==> src/rtl/example_seq_pkg.sv <==
// example_seq_pkg: shared types for the job sequencer (states, completion codes, job descriptor).
package example_seq_pkg;
  localparam int SEQ_ADDR_W  = 8;
  localparam int SEQ_DATA_W  = 32;
  localparam int SEQ_COUNT_W = 16;
  typedef enum logic [2:0] {
    S_IDLE,
    S_CONFIG,
    S_START,
    S_STREAM,
    S_DRAIN,
    S_CLEAR,
    S_REPORT
  } seq_state_e;
  typedef enum logic [1:0] {
    ST_OK       = 2'b00,
    ST_CORE_ERR = 2'b01,
    ST_TIMEOUT  = 2'b10,
    ST_BAD_LEN  = 2'b11
  } cmp_status_e;
  typedef struct packed {
    logic [SEQ_ADDR_W-1:0]  addr;
    logic [SEQ_DATA_W-1:0]  data;
    logic [SEQ_COUNT_W-1:0] len;
  } seq_job_t;
  function automatic logic core_owned(seq_state_e s);
    return s inside {S_CONFIG, S_START, S_STREAM, S_DRAIN};
  endfunction
endpackage

==> src/rtl/example_seq_watchdog.sv <==
// example_seq_watchdog: progress-timeout counter; expired_o flags the TIMEOUT_CYCLES-th idle run cycle.
module example_seq_watchdog #(
  parameter int TIMEOUT_CYCLES = 1024
) (
  input  logic clk_i,
  input  logic reset_i,
  input  logic clear_i,
  input  logic run_i,
  output logic expired_o
);
  localparam int W = $clog2(TIMEOUT_CYCLES + 1);
  logic [W-1:0] cnt_q, cnt_d;
  always_comb cnt_d = clear_i ? '0 : (run_i && cnt_q != W'(TIMEOUT_CYCLES)) ? cnt_q + 1'b1 : cnt_q;
  // expiry ignores clear_i so the FSM can use it without a combinational loop
  assign expired_o = run_i && (cnt_q >= W'(TIMEOUT_CYCLES - 1));
  always_ff @(posedge clk_i or posedge reset_i)
    if (reset_i) cnt_q <= '0;
    else cnt_q <= cnt_d;
endmodule

==> src/rtl/example_sequencer.sv <==
// example_sequencer: job-level controller that configures, starts, feeds and reports on example_core.
module example_sequencer
  import example_seq_pkg::*;
#(
  parameter int DATA_WIDTH     = SEQ_DATA_W,
  parameter int ADDR_WIDTH     = SEQ_ADDR_W,
  parameter int COUNT_WIDTH    = SEQ_COUNT_W,
  parameter int TIMEOUT_CYCLES = 1024
) (
  input  logic                   clk_i,
  input  logic                   reset_i,
  input  logic                   job_valid_i,
  output logic                   job_ready_o,
  input  logic [ADDR_WIDTH-1:0]  job_cfg_addr_i,
  input  logic [DATA_WIDTH-1:0]  job_cfg_data_i,
  input  logic [COUNT_WIDTH-1:0] job_len_i,
  input  logic [DATA_WIDTH-1:0]  src_data_i,
  input  logic                   src_valid_i,
  output logic                   src_ready_o,
  output logic                   core_enable_o,
  output logic                   core_start_o,
  output logic                   core_clear_o,
  input  logic                   core_busy_i,
  input  logic                   core_done_i,
  input  logic                   core_error_i,
  output logic [DATA_WIDTH-1:0]  core_data_o,
  output logic                   core_valid_o,
  input  logic                   core_ready_i,
  output logic [ADDR_WIDTH-1:0]  core_cfg_addr_o,
  output logic [DATA_WIDTH-1:0]  core_cfg_data_o,
  output logic                   core_cfg_valid_o,
  input  logic                   core_cfg_ready_i,
  output logic                   cmp_valid_o,
  input  logic                   cmp_ready_i,
  output logic [1:0]             cmp_status_o,
  output logic [COUNT_WIDTH-1:0] cmp_count_o,
  output logic                   seq_busy_o
);
  seq_state_e             state_q, state_d;
  cmp_status_e            status_q, status_d;
  seq_job_t               job_q, job_d;
  logic [COUNT_WIDTH-1:0] cnt_q, cnt_d;
  logic                   stream, cfg_hs, data_hs, last, err, wd_expired, wd_run, wd_clear, unused;
  assign unused   = core_busy_i;
  assign stream   = state_q == S_STREAM;
  assign cfg_hs   = state_q == S_CONFIG && core_cfg_ready_i;
  assign data_hs  = stream && src_valid_i && core_ready_i;
  assign last     = data_hs && (cnt_q + 1'b1 == job_q.len);
  assign err      = core_owned(state_q) && core_error_i;
  assign wd_run   = state_q inside {S_CONFIG, S_STREAM, S_DRAIN};
  assign wd_clear = cfg_hs || data_hs || state_d != state_q;
  example_seq_watchdog #(.TIMEOUT_CYCLES(TIMEOUT_CYCLES)) u_wd (
    .clk_i    (clk_i),
    .reset_i  (reset_i),
    .clear_i  (wd_clear),
    .run_i    (wd_run),
    .expired_o(wd_expired)
  );
  always_comb begin
    state_d  = state_q;
    status_d = status_q;
    job_d    = job_q;
    cnt_d    = data_hs ? cnt_q + 1'b1 : cnt_q;
    case (state_q)
      S_IDLE:
        if (job_valid_i) begin
          job_d    = '{addr: job_cfg_addr_i, data: job_cfg_data_i, len: job_len_i};
          cnt_d    = '0;
          status_d = job_len_i == '0 ? ST_BAD_LEN : ST_OK;
          state_d  = job_len_i == '0 ? S_REPORT : S_CONFIG;
        end
      S_CONFIG: state_d = cfg_hs ? S_START : S_CONFIG;
      S_START:  state_d = S_STREAM;
      S_STREAM: state_d = last ? S_DRAIN : S_STREAM;
      S_DRAIN:  state_d = core_done_i ? S_REPORT : S_DRAIN;
      S_CLEAR:  state_d = S_REPORT;
      S_REPORT: state_d = cmp_ready_i ? S_IDLE : S_REPORT;
      default:  state_d = S_IDLE;
    endcase
    // any forward progress this cycle beats a simultaneous expiry
    if (wd_expired && !cfg_hs && !data_hs && state_d == state_q) begin
      state_d  = S_CLEAR;
      status_d = ST_TIMEOUT;
    end
    if (err) begin
      state_d  = S_CLEAR;
      status_d = ST_CORE_ERR;
    end
  end
  always_ff @(posedge clk_i or posedge reset_i)
    if (reset_i) begin
      state_q  <= S_IDLE;
      status_q <= ST_OK;
      job_q    <= '0;
      cnt_q    <= '0;
    end else begin
      state_q  <= state_d;
      status_q <= status_d;
      job_q    <= job_d;
      cnt_q    <= cnt_d;
    end
  assign job_ready_o      = state_q == S_IDLE && !reset_i;
  assign core_enable_o    = core_owned(state_q);
  assign core_start_o     = state_q == S_START;
  assign core_clear_o     = state_q == S_CLEAR;
  assign core_cfg_valid_o = state_q == S_CONFIG;
  assign core_cfg_addr_o  = job_q.addr;
  assign core_cfg_data_o  = job_q.data;
  assign core_data_o      = stream ? src_data_i : '0;
  assign core_valid_o     = stream && src_valid_i;
  assign src_ready_o      = stream && core_ready_i;
  assign cmp_valid_o      = state_q == S_REPORT;
  assign cmp_status_o     = status_q;
  assign cmp_count_o      = cnt_q;
  assign seq_busy_o       = state_q != S_IDLE;
endmodule

==> config.mk <==
export PLATFORM = sky130hd
export DESIGN_NAME = example_sequencer
export DESIGN_NICKNAME = d
export VERILOG_FILES = /design/src/rtl/example_seq_pkg.sv /design/src/rtl/example_seq_watchdog.sv /design/src/rtl/example_sequencer.sv
export SDC_FILE = /design/constraint.sdc
export NUM_CORES = 1
export LEC_CHECK = 0
export ABC_CLOCK_PERIOD_IN_PS = 3350
export CORE_MARGIN = 10
export CORE_UTILIZATION = 45
export CTS_BUF_LIST = sky130_fd_sc_hd__clkbuf_2
export DETAILED_ROUTE_END_ITERATION = 10
export PLACE_DENSITY = 0.82
export SYNTH_ARGS = -nofsm -noshare
export SYNTH_HDL_FRONTEND = slang
export SYNTH_SLANG_ARGS = --single-unit
==> constraint.sdc <==
create_clock -name clk_i -period 3.35 [get_ports clk_i]
set_input_delay 0.5025 -clock clk_i [delete_from_list [all_inputs] [get_ports clk_i]]
set_output_delay 0.5025 -clock clk_i [all_outputs]
set_load 0.01 [all_outputs]
==> results.yml <==
outcome:
  status: "finished clean"
pwr:
  power.switching_w: 0.00177
  p_seq_frac: 0.385
  swShare: 0.403
  powerDensity_nw_per_um2: 647
  internal_power_w: 0.00261
  p_comb_frac: 0.511
  irDropWorstVdd_mv: 0.444
  p_leak_nw: 3.12
  pwr-share-clk: 0.104
logic_synthesis:
  yosysSeqAreaShare: 0.441
  netlist_area_um2: 4990
  synth-edff-count: 0
  yosysWarnings: 0
  ys_ff_latch: 88
  async_flop_share: 1.00
  synthCells: 588
  ys_types: 49
  synth_nets: 689
  avgSynthCellArea_um2: 8.49
  synth-main-ff-cell: "dfrtp_1"
place:
  port_buffers: 195
  gp_routability_congestion: 0.905
  dp_hpwl_um: 11300
clock_network:
  cts-root-buf: "clkbuf_2"
  post_cts_buffers: 0
  clock_latency_ns: 0.55
  cts_resized: 0
  clk_pin_slew_ns: 0.24
  clk_path_buf_depth: 2
  clkSinkCount: 88
  numCtsBuffers: 9
  cts_htree_levels: 3
  cts_hold_buf: 0
  cts_tree: "yes"
global_routing:
  grt_pass1_vias: 4466
  overflow: 0
  grt_usage: 0.177
  grt_max_degree: 73
  grt_pass1_wl_um: 23300
  antenna_found_initial: 1
worst_hold_path:
  hold_class: "primary input to async pin"
timing:
  setup_viol: 0
  tns_ns: 0
  min_period_ns: 2.92
  slew_viol_final: 0
  relSlewSlack: 0.522
  finalHoldViolCount: 0
  rsz0062_at_grt: "no"
  fmax_ghz: 0.343
  fin_crit_sh: 0.870
  tightest_slew_ns: 0.718
  finClkSkew_ns: 0.0342
critical_path:
  startpoint_type: "flip-flop"
  cp.required_ns: 2.85
  worstPathMaxFanout: 36
  end_kind: "primary output"
  critPathKind: "flip-flop to primary output"
  arrival_ns: 2.41
cells_and_area:
  final_net_count: 826
  num-fill-cells: 918
  syn_to_final_growth_pct: 35.6
  multi_input_comb_area_um2: 2260
  final_core_util: 0.624
  drive_above_1_share: 0.0466
  regArea_um2: 2200
die:
  core_area_um2: 10800
  num_rows: 38
  io_pins: 197
  dieArea_um2: 15700
  start_util: 0.460
  die_y_um: 125
  fp.dieW_um: 125
job:
  cap_violations: 0
detailed_routing:
  drt-initial-drc-count: 181
  vias: 4453
  ant_nets: 0
  first_pass_iters: 5
  routed_wl_um: 14400
  wl_per_cell_um: 16.6
  viasPerCell: 5.12
  post-route-drc-count: 0
layout make-up:
class / count / area share
Clock buffer: 10 / 0.00740
Sequential cell: 88 / 0.326
Antenna cell: 1 / 0.000370
Timing Repair Buffer: 201 / 0.297
Tap cell: 140 / 0.0259
Clock inverter: 5 / 0.00499
Inverter: 7 / 0.00407
Multi-Input combinational cell: 418 / 0.335
critical path: stages, from the launching register on:
cell	delay (ns)
dfrtp_1	0.57
nor2b_1	0.20
buf_4	0.31
and3_1	0.24
clkdlybuf4s50_1	0.55
layer usage:
layer / vias to the layer above / part of all wire / GRT usage
met5: - / 0 / 0
met4: 0 / 0.015 / 0.0542
met3: 21 / 0.073 / 0.0583
met2: 125 / 0.52 / 0.314
met1: 2153 / 0.39 / 0.197
li1: 2154 / - / -
kinds of logic (layout without fill, tap and decap cells):
group / Yosys count / after routing / synth area share
other cells: 0 / 1 / 0
compound gates: 29 / 29 / 0.0421
simple gates: 334 / 334 / 0.312
mux: 1 / 1 / 0.00201
xor+xnor: 51 / 51 / 0.0895
buf+inv: 82 / 223 / 0.106
fa+ha+maj: 3 / 3 / 0.00752
flops: 88 / 88 / 0.441
metrics by stage:
stage / area [um^2] / setup WS [ns] / total power [W] / std cells / hold slack [ns]
after floorplan: 4990 / 0.569 / 0.00320 / 588 / 0.447
after global placement: 6680 / 0.545 / 0.00387 / 854 / 0.457
after detailed placement: 6680 / 0.427 / 0.00395 / 854 / 0.463
after CTS: 6760 / 0.426 / 0.00441 / 869 / 0.315
after global routing: 6770 / 0.316 / 0.00470 / 870 / 0.335
final: 6770 / 0.435 / 0.00438 / 870 / 0.331
cell usage after synthesis (2+ instances only):
cell type | instances | share of area
buf_6 | 5 | 0.011
xor2_1 | 18 | 0.032
ha_1 | 3 | 0.0075
xnor2_1 | 33 | 0.058
inv_1 | 7 | 0.0053
buf_2 | 6 | 0.0060
dfrtp_1 | 88 | 0.44
clkbuf_8 | 2 | 0.0055
and3_1 | 42 | 0.053
nor2_1 | 34 | 0.026
buf_4 | 41 | 0.062
nor2b_1 | 2 | 0.0025
nand4_4 | 2 | 0.0085
nor4b_1 | 2 | 0.0035
and2_1 | 4 | 0.0050
o31ai_1 | 2 | 0.0030
nor4_1 | 9 | 0.011
o21bai_1 | 2 | 0.0030
a21oi_1 | 7 | 0.0070
nand2_1 | 192 | 0.14
a211oi_1 | 3 | 0.0045
clkbuf_1 | 21 | 0.016
nor3_1 | 17 | 0.017
nand2b_1 | 2 | 0.0025
nand4_1 | 7 | 0.0088
nand3_1 | 8 | 0.0080
o21ai_0 | 5 | 0.0050
or3_1 | 3 | 0.0038
registers in the layout, indices dropped and copies added, names as in the netlist:
signal,flops
core_cfg_addr_o,8
u_wd.cnt_q,11
cmp_count_o,16
job_q,16
core_cfg_data_o,32
cmp_status_o,2
state_q,3
worst paths after layout:
check                                    from  slack (ns)                  end  depth (start not counted)
max                                state_q[0]        0.43      core_data_o[13]                          4
min reg2reg                core_cfg_data_o[4]        0.50   core_cfg_data_o[4]                          2
max in group asynchronous             reset_i        2.34             job_q[0]                          3
min                                   reset_i        0.33   core_cfg_data_o[0]                          2
max reg2reg                    cmp_count_o[0]        0.62        u_wd.cnt_q[3]                          8
min in group clk_i         job_cfg_data_i[24]        0.45  core_cfg_data_o[24]                          3
power by group through the flow:
| stage | logic (W) | clock network, W | registers [W] |
|---|---|---|---|
| 2_1_floorplan | 0.00160 | 0 | 0.00160 |
| 3_3_place_gp | 0.00219 | 0 | 0.00168 |
| 3_5_place_dp | 0.00224 | 0 | 0.00170 |
| 4_1_cts | 0.00226 | 0.000466 | 0.00168 |
| 5_1_grt | 0.00246 | 0.000506 | 0.00174 |
| 6_report | 0.00224 | 0.000454 | 0.00169 |
placed cells by master (no fill, tap or decap), drive strengths merged, types with 2 or more instances in the layout:
cell type        n
clkdlybuf4s50  195
nand2          193
dfrtp           88
and3            42
nor2            34
xnor2           33
xor2            18
nor3            18
clkbuf          10
nand4           10
nor4             9
nand3            9
a21oi            8
inv              7
buf              6
o21ai            5
and2             4
a211oi           3
or3              3
clkinv           3
ha               3
nor4b            2
nand2b           2
nor2b            2
o21bai           2
o31ai            2
clkinvlp         2
or3b             2
(Power assumes the default switching activity.)
